<file path="src/rtl/alt_sng_pkg.sv">
// Shared constants for the alternating stop-and-go generator: default maximal-length taps,
// default seed, LFSR width limit and seed_sel encoding.
package alt_sng_pkg;

  localparam int unsigned MAX_LFSR_W = 32;

  localparam logic [1:0] SEL_L1 = 2'd0;
  localparam logic [1:0] SEL_L2 = 2'd1;
  localparam logic [1:0] SEL_L3 = 2'd2;

  localparam logic [MAX_LFSR_W-1:0] DEFAULT_SEED = 32'h0000_0001;

  // Maximal-length feedback masks; bit i set feeds state bit i into the XOR.
  function automatic logic [MAX_LFSR_W-1:0] default_taps(input int unsigned w);
    logic [MAX_LFSR_W-1:0] t;
    case (w)
      2:       t = 32'h0000_0003;
      3:       t = 32'h0000_0006;
      4:       t = 32'h0000_000C;
      5:       t = 32'h0000_0014;
      6:       t = 32'h0000_0030;
      7:       t = 32'h0000_0060;
      8:       t = 32'h0000_00B8;
      9:       t = 32'h0000_0110;
      10:      t = 32'h0000_0240;
      11:      t = 32'h0000_0500;
      12:      t = 32'h0000_0829;
      13:      t = 32'h0000_100D;
      14:      t = 32'h0000_2015;
      15:      t = 32'h0000_6000;
      16:      t = 32'h0000_D008;
      17:      t = 32'h0001_2000;
      18:      t = 32'h0002_0400;
      19:      t = 32'h0004_0023;
      20:      t = 32'h0009_0000;
      21:      t = 32'h0014_0000;
      22:      t = 32'h0030_0000;
      23:      t = 32'h0042_0000;
      24:      t = 32'h00E1_0000;
      25:      t = 32'h0120_0000;
      26:      t = 32'h0200_0023;
      27:      t = 32'h0400_0013;
      28:      t = 32'h0900_0000;
      29:      t = 32'h1400_0000;
      30:      t = 32'h2000_0029;
      31:      t = 32'h4800_0000;
      32:      t = 32'h8020_0003;
      default: t = '0;
    endcase
    return t;
  endfunction

endpackage

</file>
<file path="src/rtl/alt_sng_gen_lfsr_step.sv">
// Fibonacci LFSR with clock enable and parallel load; shifts toward the MSB, which is the output.
module lfsr_step
  import alt_sng_pkg::*;
#(
  parameter int unsigned            W    = 11,
  parameter logic [MAX_LFSR_W-1:0] TAPS = 32'h0000_0500,
  parameter logic [MAX_LFSR_W-1:0] SEED = 32'h0000_0001
) (
  input  logic         clk,
  input  logic         rst,
  input  logic         step,
  input  logic         load,
  input  logic [W-1:0] load_val,
  output logic [W-1:0] state
);

  localparam logic [W-1:0] Mask = TAPS[W-1:0];

  logic [W-1:0] state_q, state_d;

  always_comb begin
    state_d = state_q;
    if (load) begin
      state_d = load_val;
    end else if (step) begin
      state_d = {state_q[W-2:0], ^(state_q & Mask)};
    end
  end

  always_ff @(posedge clk) begin
    if (rst) begin
      state_q <= SEED[W-1:0];
    end else begin
      state_q <= state_d;
    end
  end

  assign state = state_q;

endmodule

</file>
<file path="src/rtl/alt_sng_gen.sv">
// Alternating stop-and-go generator: LFSR1 enables LFSR2 or LFSR3, output bits packed LSB-first.
// Optional all-zero lockup recovery is enabled by defining ALT_SNG_LOCKUP_DET_EN.
module alt_sng_gen
  import alt_sng_pkg::*;
#(
  parameter int unsigned            W1    = 11,
  parameter int unsigned            W2    = 13,
  parameter int unsigned            W3    = 17,
  parameter logic [MAX_LFSR_W-1:0] TAPS1 = default_taps(W1),
  parameter logic [MAX_LFSR_W-1:0] TAPS2 = default_taps(W2),
  parameter logic [MAX_LFSR_W-1:0] TAPS3 = default_taps(W3),
  parameter logic [MAX_LFSR_W-1:0] SEED1 = DEFAULT_SEED,
  parameter logic [MAX_LFSR_W-1:0] SEED2 = DEFAULT_SEED,
  parameter logic [MAX_LFSR_W-1:0] SEED3 = DEFAULT_SEED,
  parameter int unsigned            OUT_W = 8
) (
  input  logic             clk,
  input  logic             rst,
  input  logic             en,
  input  logic             seed_we,
  input  logic [1:0]       seed_sel,
  input  logic [31:0]      seed_data,
  output logic             bit_out,
  output logic             out_valid,
  input  logic             out_ready,
  output logic [OUT_W-1:0] out_data,
  output logic             lockup
);

  localparam int unsigned    CntW    = (OUT_W > 1) ? $clog2(OUT_W) : 1;
  localparam logic [CntW-1:0] CntLast = CntW'(OUT_W - 1);

  logic [W1-1:0] s1;
  logic [W2-1:0] s2;
  logic [W3-1:0] s3;

  logic hit1, hit2, hit3, seed_hit;
  logic zero1, zero2, zero3, any_zero;
  logic stall, step, ctl;
  logic unused_seed_bits;

  logic [OUT_W-1:0] acc_q, acc_d, data_q, data_d;
  logic [CntW-1:0]  cnt_q, cnt_d;
  logic             valid_q, valid_d;

  assign hit1     = seed_we & (seed_sel == SEL_L1);
  assign hit2     = seed_we & (seed_sel == SEL_L2);
  assign hit3     = seed_we & (seed_sel == SEL_L3);
  assign seed_hit = hit1 | hit2 | hit3;

`ifdef ALT_SNG_LOCKUP_DET_EN
  logic lock_q;

  assign zero1 = (s1 == '0);
  assign zero2 = (s2 == '0);
  assign zero3 = (s3 == '0);

  always_ff @(posedge clk) begin
    if (rst) begin
      lock_q <= 1'b0;
    end else begin
      lock_q <= lock_q | any_zero;
    end
  end

  assign lockup = lock_q;
`else
  assign zero1  = 1'b0;
  assign zero2  = 1'b0;
  assign zero3  = 1'b0;
  assign lockup = 1'b0;
`endif

  assign any_zero = zero1 | zero2 | zero3;

  // Only block a step that would complete a word on top of one still waiting.
  assign stall = valid_q & ~out_ready & (cnt_q == CntLast);
  assign step  = en & ~stall & ~seed_hit & ~any_zero;
  assign ctl   = s1[W1-1];

  assign unused_seed_bits = ^seed_data;

  lfsr_step #(.W(W1), .TAPS(TAPS1), .SEED(SEED1)) u_lfsr1 (
    .clk      (clk),
    .rst      (rst),
    .step     (step),
    .load     (hit1 | zero1),
    .load_val (hit1 ? seed_data[W1-1:0] : SEED1[W1-1:0]),
    .state    (s1)
  );

  lfsr_step #(.W(W2), .TAPS(TAPS2), .SEED(SEED2)) u_lfsr2 (
    .clk      (clk),
    .rst      (rst),
    .step     (step & ctl),
    .load     (hit2 | zero2),
    .load_val (hit2 ? seed_data[W2-1:0] : SEED2[W2-1:0]),
    .state    (s2)
  );

  lfsr_step #(.W(W3), .TAPS(TAPS3), .SEED(SEED3)) u_lfsr3 (
    .clk      (clk),
    .rst      (rst),
    .step     (step & ~ctl),
    .load     (hit3 | zero3),
    .load_val (hit3 ? seed_data[W3-1:0] : SEED3[W3-1:0]),
    .state    (s3)
  );

  assign bit_out = s2[W2-1] ^ s3[W3-1];

  always_comb begin
    acc_d   = acc_q;
    cnt_d   = cnt_q;
    valid_d = valid_q;
    data_d  = data_q;
    if (seed_hit) begin
      acc_d   = '0;
      cnt_d   = '0;
      valid_d = 1'b0;
    end else begin
      if (valid_q & out_ready) begin
        valid_d = 1'b0;
      end
      if (step) begin
        acc_d[cnt_q] = bit_out;
        if (cnt_q == CntLast) begin
          cnt_d             = '0;
          data_d            = acc_q;
          data_d[OUT_W-1]   = bit_out;
          valid_d           = 1'b1;
        end else begin
          cnt_d = cnt_q + CntW'(1);
        end
      end
    end
  end

  always_ff @(posedge clk) begin
    if (rst) begin
      acc_q   <= '0;
      cnt_q   <= '0;
      valid_q <= 1'b0;
      data_q  <= '0;
    end else begin
      acc_q   <= acc_d;
      cnt_q   <= cnt_d;
      valid_q <= valid_d;
      data_q  <= data_d;
    end
  end

  assign out_valid = valid_q;
  assign out_data  = data_q;

endmodule

</file>
<file path="config.mk">
export PLATFORM = sky130hd
export DESIGN_NAME = alt_sng_gen
export DESIGN_NICKNAME = d
export VERILOG_FILES = /design/src/rtl/alt_sng_pkg.sv /design/src/rtl/alt_sng_gen_lfsr_step.sv /design/src/rtl/alt_sng_gen.sv
export SDC_FILE = /design/constraint.sdc
export NUM_CORES = 1
export LEC_CHECK = 0
export ABC_AREA = 1
export BUFFER_PORTS_ARGS = -buffer_cell sky130_fd_sc_hd__buf_2
export CAP_MARGIN = 20
export CORE_ASPECT_RATIO = 2
export CORE_MARGIN = 8
export CORE_UTILIZATION = 57
export CTS_CLUSTER_SIZE = 24
export DETAILED_ROUTE_END_ITERATION = 10
export HOLD_SLACK_MARGIN = 0.1
export PLACE_DENSITY = 0.77
export SKIP_LAST_GASP = 1
export SLEW_MARGIN = 30
export SYNTH_ARGS = -nofsm -noshare
export SYNTH_HDL_FRONTEND = slang
export SYNTH_HIERARCHICAL = 1
export SYNTH_SLANG_ARGS = --single-unit
</file>
<file path="constraint.sdc">
create_clock -name clk -period 2.3 [get_ports clk]
set_input_delay 0.46 -clock clk [delete_from_list [all_inputs] [get_ports clk]]
set_output_delay 0.46 -clock clk [all_outputs]
set_load 0.05 [all_outputs]
</file>
==> impl_metrics.tcl <==
set metrics [dict create \
    initial_core_util_pct 58.5 \
    grt_overflow_total 0 \
    dpl-instance-area_um2 3440 \
    tritoncts "yes" \
    drive_gt1_share_pct 12.6 \
    grt_pass1_wl_um 12900 \
    p_clk_share_pct 54.5 \
    placement.io_buffers 33 \
    fin_crit_sh_pct 95.7 \
    synth_cells 532 \
    leakage_nw 2.06 \
    dr.pass1.iters 4 \
    cts-root-buf "clkbuf_16" \
    dp_worst_setup_slack_ps 333 \
    placementRows 39 \
    switching_power_w 0.000616 \
    routed_wl_um 7730 \
    crit_path_start "u_lfsr3/state[16]" \
    clock_path_buffers 2 \
    yosysMostFrequentCell "nand2_1" \
    drc 0 \
    reg2reg_to "u_lfsr2/state[10]" \
    combPwrFrac_pct 7.9 \
    ff2ff_path_depth 11 \
    fmax_mhz 454 \
    relSlewSlack_pct 47.8 \
    synth_top_family_by_area "simple AND/OR/NAND/NOR gates" \
    cts.sinks 60 \
    yosys_warnings 6 \
    synth_compound_area_share_pct 4.42 \
    synthSimpleGateAreaFrac_pct 42.4 \
    hold_viol_final 0 \
    synthAdderAreaFrac_pct 0.749 \
    area_delta_synth_final_pct 13.4 \
    worst_setup_path_end_kind "primary output" \
    finalPower_w 0.00286 \
    cts_buffers 9 \
    wl_per_cell_um 12.4 \
    synth_seq_area_share_pct 36.0 \
    final_cell_area_um2 3790 \
    clock_skew_ps 5.02 \
    ctsHoldBuffers 0 \
    worstMarginPinSlew_ps 777 \
    ys_seq_elements 60 \
    clk_pin_slew_ps 50 \
    internal_power_w 0.00224 \
    first_iter_violations 194 \
    worst_skew_pair.late_latency_ps 330 \
    synthesis.area_um2 3340 \
    critPathRequiredTime_ps 1840 \
    ys_types 26 \
    path_class "reg -> out" \
    yosys.area_share.xor_xnor_pct 0.787 \
    r2r_slack_ps 300 \
    setup_viol 0 \
    fillers 506 \
    power_frac_seq_pct 37.5 \
    async_reset_ff_share_pct 0 \
    coreArea_um2 5710 \
    vias 3169 \
    nNetsFinal 600 \
    n_antenna_cell 0 \
    powerDensity_nw_per_um2 755 \
    r2r-start "cnt_q[0]" \
    post_cts_buffers 0 \
    io_pins 50 \
    start_kind "flop" \
    yosys.area.top_type "dfxtp_1" \
    hpwl_um 5570 \
    rsz0062_at_grt "false" \
    min-delay-start "rst" \
    antenna_found_initial 0 \
    utilization_pct 66.4 \
    finalMaxSlewViolations 0 \
    period_minus_slack_ps 2200 \
    cts-resized-gates 0 \
    vias_per_cell 5.07 \
    gp_congestion 0.867 \
    ys_top_cells_by_count "nand2_1, inv_1, nor2_1" \
    vdd_drop_max_mv 0.732 \
    final_antenna_net_count 0 \
    min_to "u_lfsr3/state[12]" \
    gr-usage-all-layers_pct 18.1 \
    syn_avg_cell_area_um2 6.28 \
    min_delay_path_depth 2 \
    die-area_um2 8720 \
    drv_cap 0 \
    synth.top_cell.area_share_pct 36.0 \
    hold_path_class "in -> reg" \
    synth_edf_count 0 \
    tns_ps 0 \
    outcome "finished clean" \
    cp.arrival_ps 1740 \
    fin_ws_ps 99.3 \
    syn_nets 573 \
    fp.dieW_um 70.1 \
    synth_ff_type "dfxtp_1" \
    die_y_um 124 \
    switching_share_pct 21.5 \
    synth_mux_area_share_pct 0 \
    critical_path.max_fanout 8 \
    grt_pass1_vias 2995 \
    grt_max_degree 30 \
    htree_levels 3 \
    synthTopCellsByArea "dfxtp_1, nand2_1, nand3_1" \
]
-- power groups by stage --
stage	logic [W]	registers, W	clock network, W
finish	0.000226	0.00107	0.00156
global route	0.000255	0.00107	0.00163
CTS	0.000225	0.00107	0.00159
detailed placement	0.000223	0.00109	0
global placement	0.000219	0.00109	0
floorplan	0.000179	0.00109	0
-- metal layers --
metal	vias up	wire [µm]	global-route usage [%]
met4	0	239	11.1
met2	88	4050	31.9
met3	17	400	5.74
met5	-	0	0
li1	1657	-	-
met1	1407	3040	17.4
-- registers in the layout, summed over array words and instances, names as in the netlist --
| register | count |
|---|---|
| u_lfsr3/state | 17 |
| u_lfsr2/state | 13 |
| u_lfsr1/state | 11 |
| out_data | 8 |
| acc_q | 7 |
| cnt_q | 3 |
| out_valid | 1 |
-- worst max-delay path, cell delays in order, from the launching register on --
cell     delay (ps)
dfxtp_1         370
xnor2_1         660
inv_1           130
buf_2           250
-- layout make-up --
| class | count | area [µm²] | share of cell area (%) |
|---|---|---|---|
| Clock buffer | 12 | 256 | 6.77 |
| Multi-Input combinational cell | 365 | 1620 | 42.7 |
| Tap cell | 61 | 76.3 | 2.01 |
| Timing Repair Buffer | 40 | 230 | 6.07 |
| Inverter | 83 | 312 | 8.22 |
| Clock inverter | 4 | 95.1 | 2.51 |
| Sequential cell | 60 | 1200 | 31.7 |
-- layout by cell type (no fill, tap or decap), types with 3 or more instances in the layout --
cell	synthesis	routed
nor2_4	3	3
o21ai_1	4	4
nand3b_1	7	7
nand3_1	67	67
clkbuf_16	0	9
nand2_1	174	174
a21oi_1	18	18
inv_1	79	79
xnor2_1	3	3
buf_2	5	33
buf_4	6	6
nor2_1	74	74
inv_2	4	4
a21oi_2	3	3
bufinv_16	0	3
dfxtp_1	60	60
-- per-stage QoR --
| step | cells | hold WS, ps |
|---|---|---|
| 2_1_floorplan | 532 | 443 |
| 3_3_place_gp | 609 | 453 |
| 3_5_place_dp | 609 | 462 |
| 4_1_cts | 625 | 446 |
| 5_1_grt | 625 | 458 |
| 6_report | 625 | 459 |
-- kinds of logic (layout without fill, tap and decap cells) --
family / after synthesis / count (layout)
AOI/OAI and AO/OA: 27 / 27
buffers and inverters: 107 / 139
adders and majority gates: 2 / 2
and+or+nand+nor: 332 / 332
other: 1 / 1
DFF: 60 / 60
xor gates and xnor gates: 3 / 3
-- how the worst max path moves through the flow --
stage                        to  slack (ps)  depth (start not counted)
2_1_floorplan  u_lfsr2/state[4]         500                         13
3_3_place_gp   u_lfsr2/state[9]         410                         11
3_5_place_dp   u_lfsr2/state[6]         330                         12
4_1_cts                 bit_out          70                          3
5_1_grt                 bit_out          50                          3
6_report                bit_out         100                          3
Power figures use the tool's default switching activity.
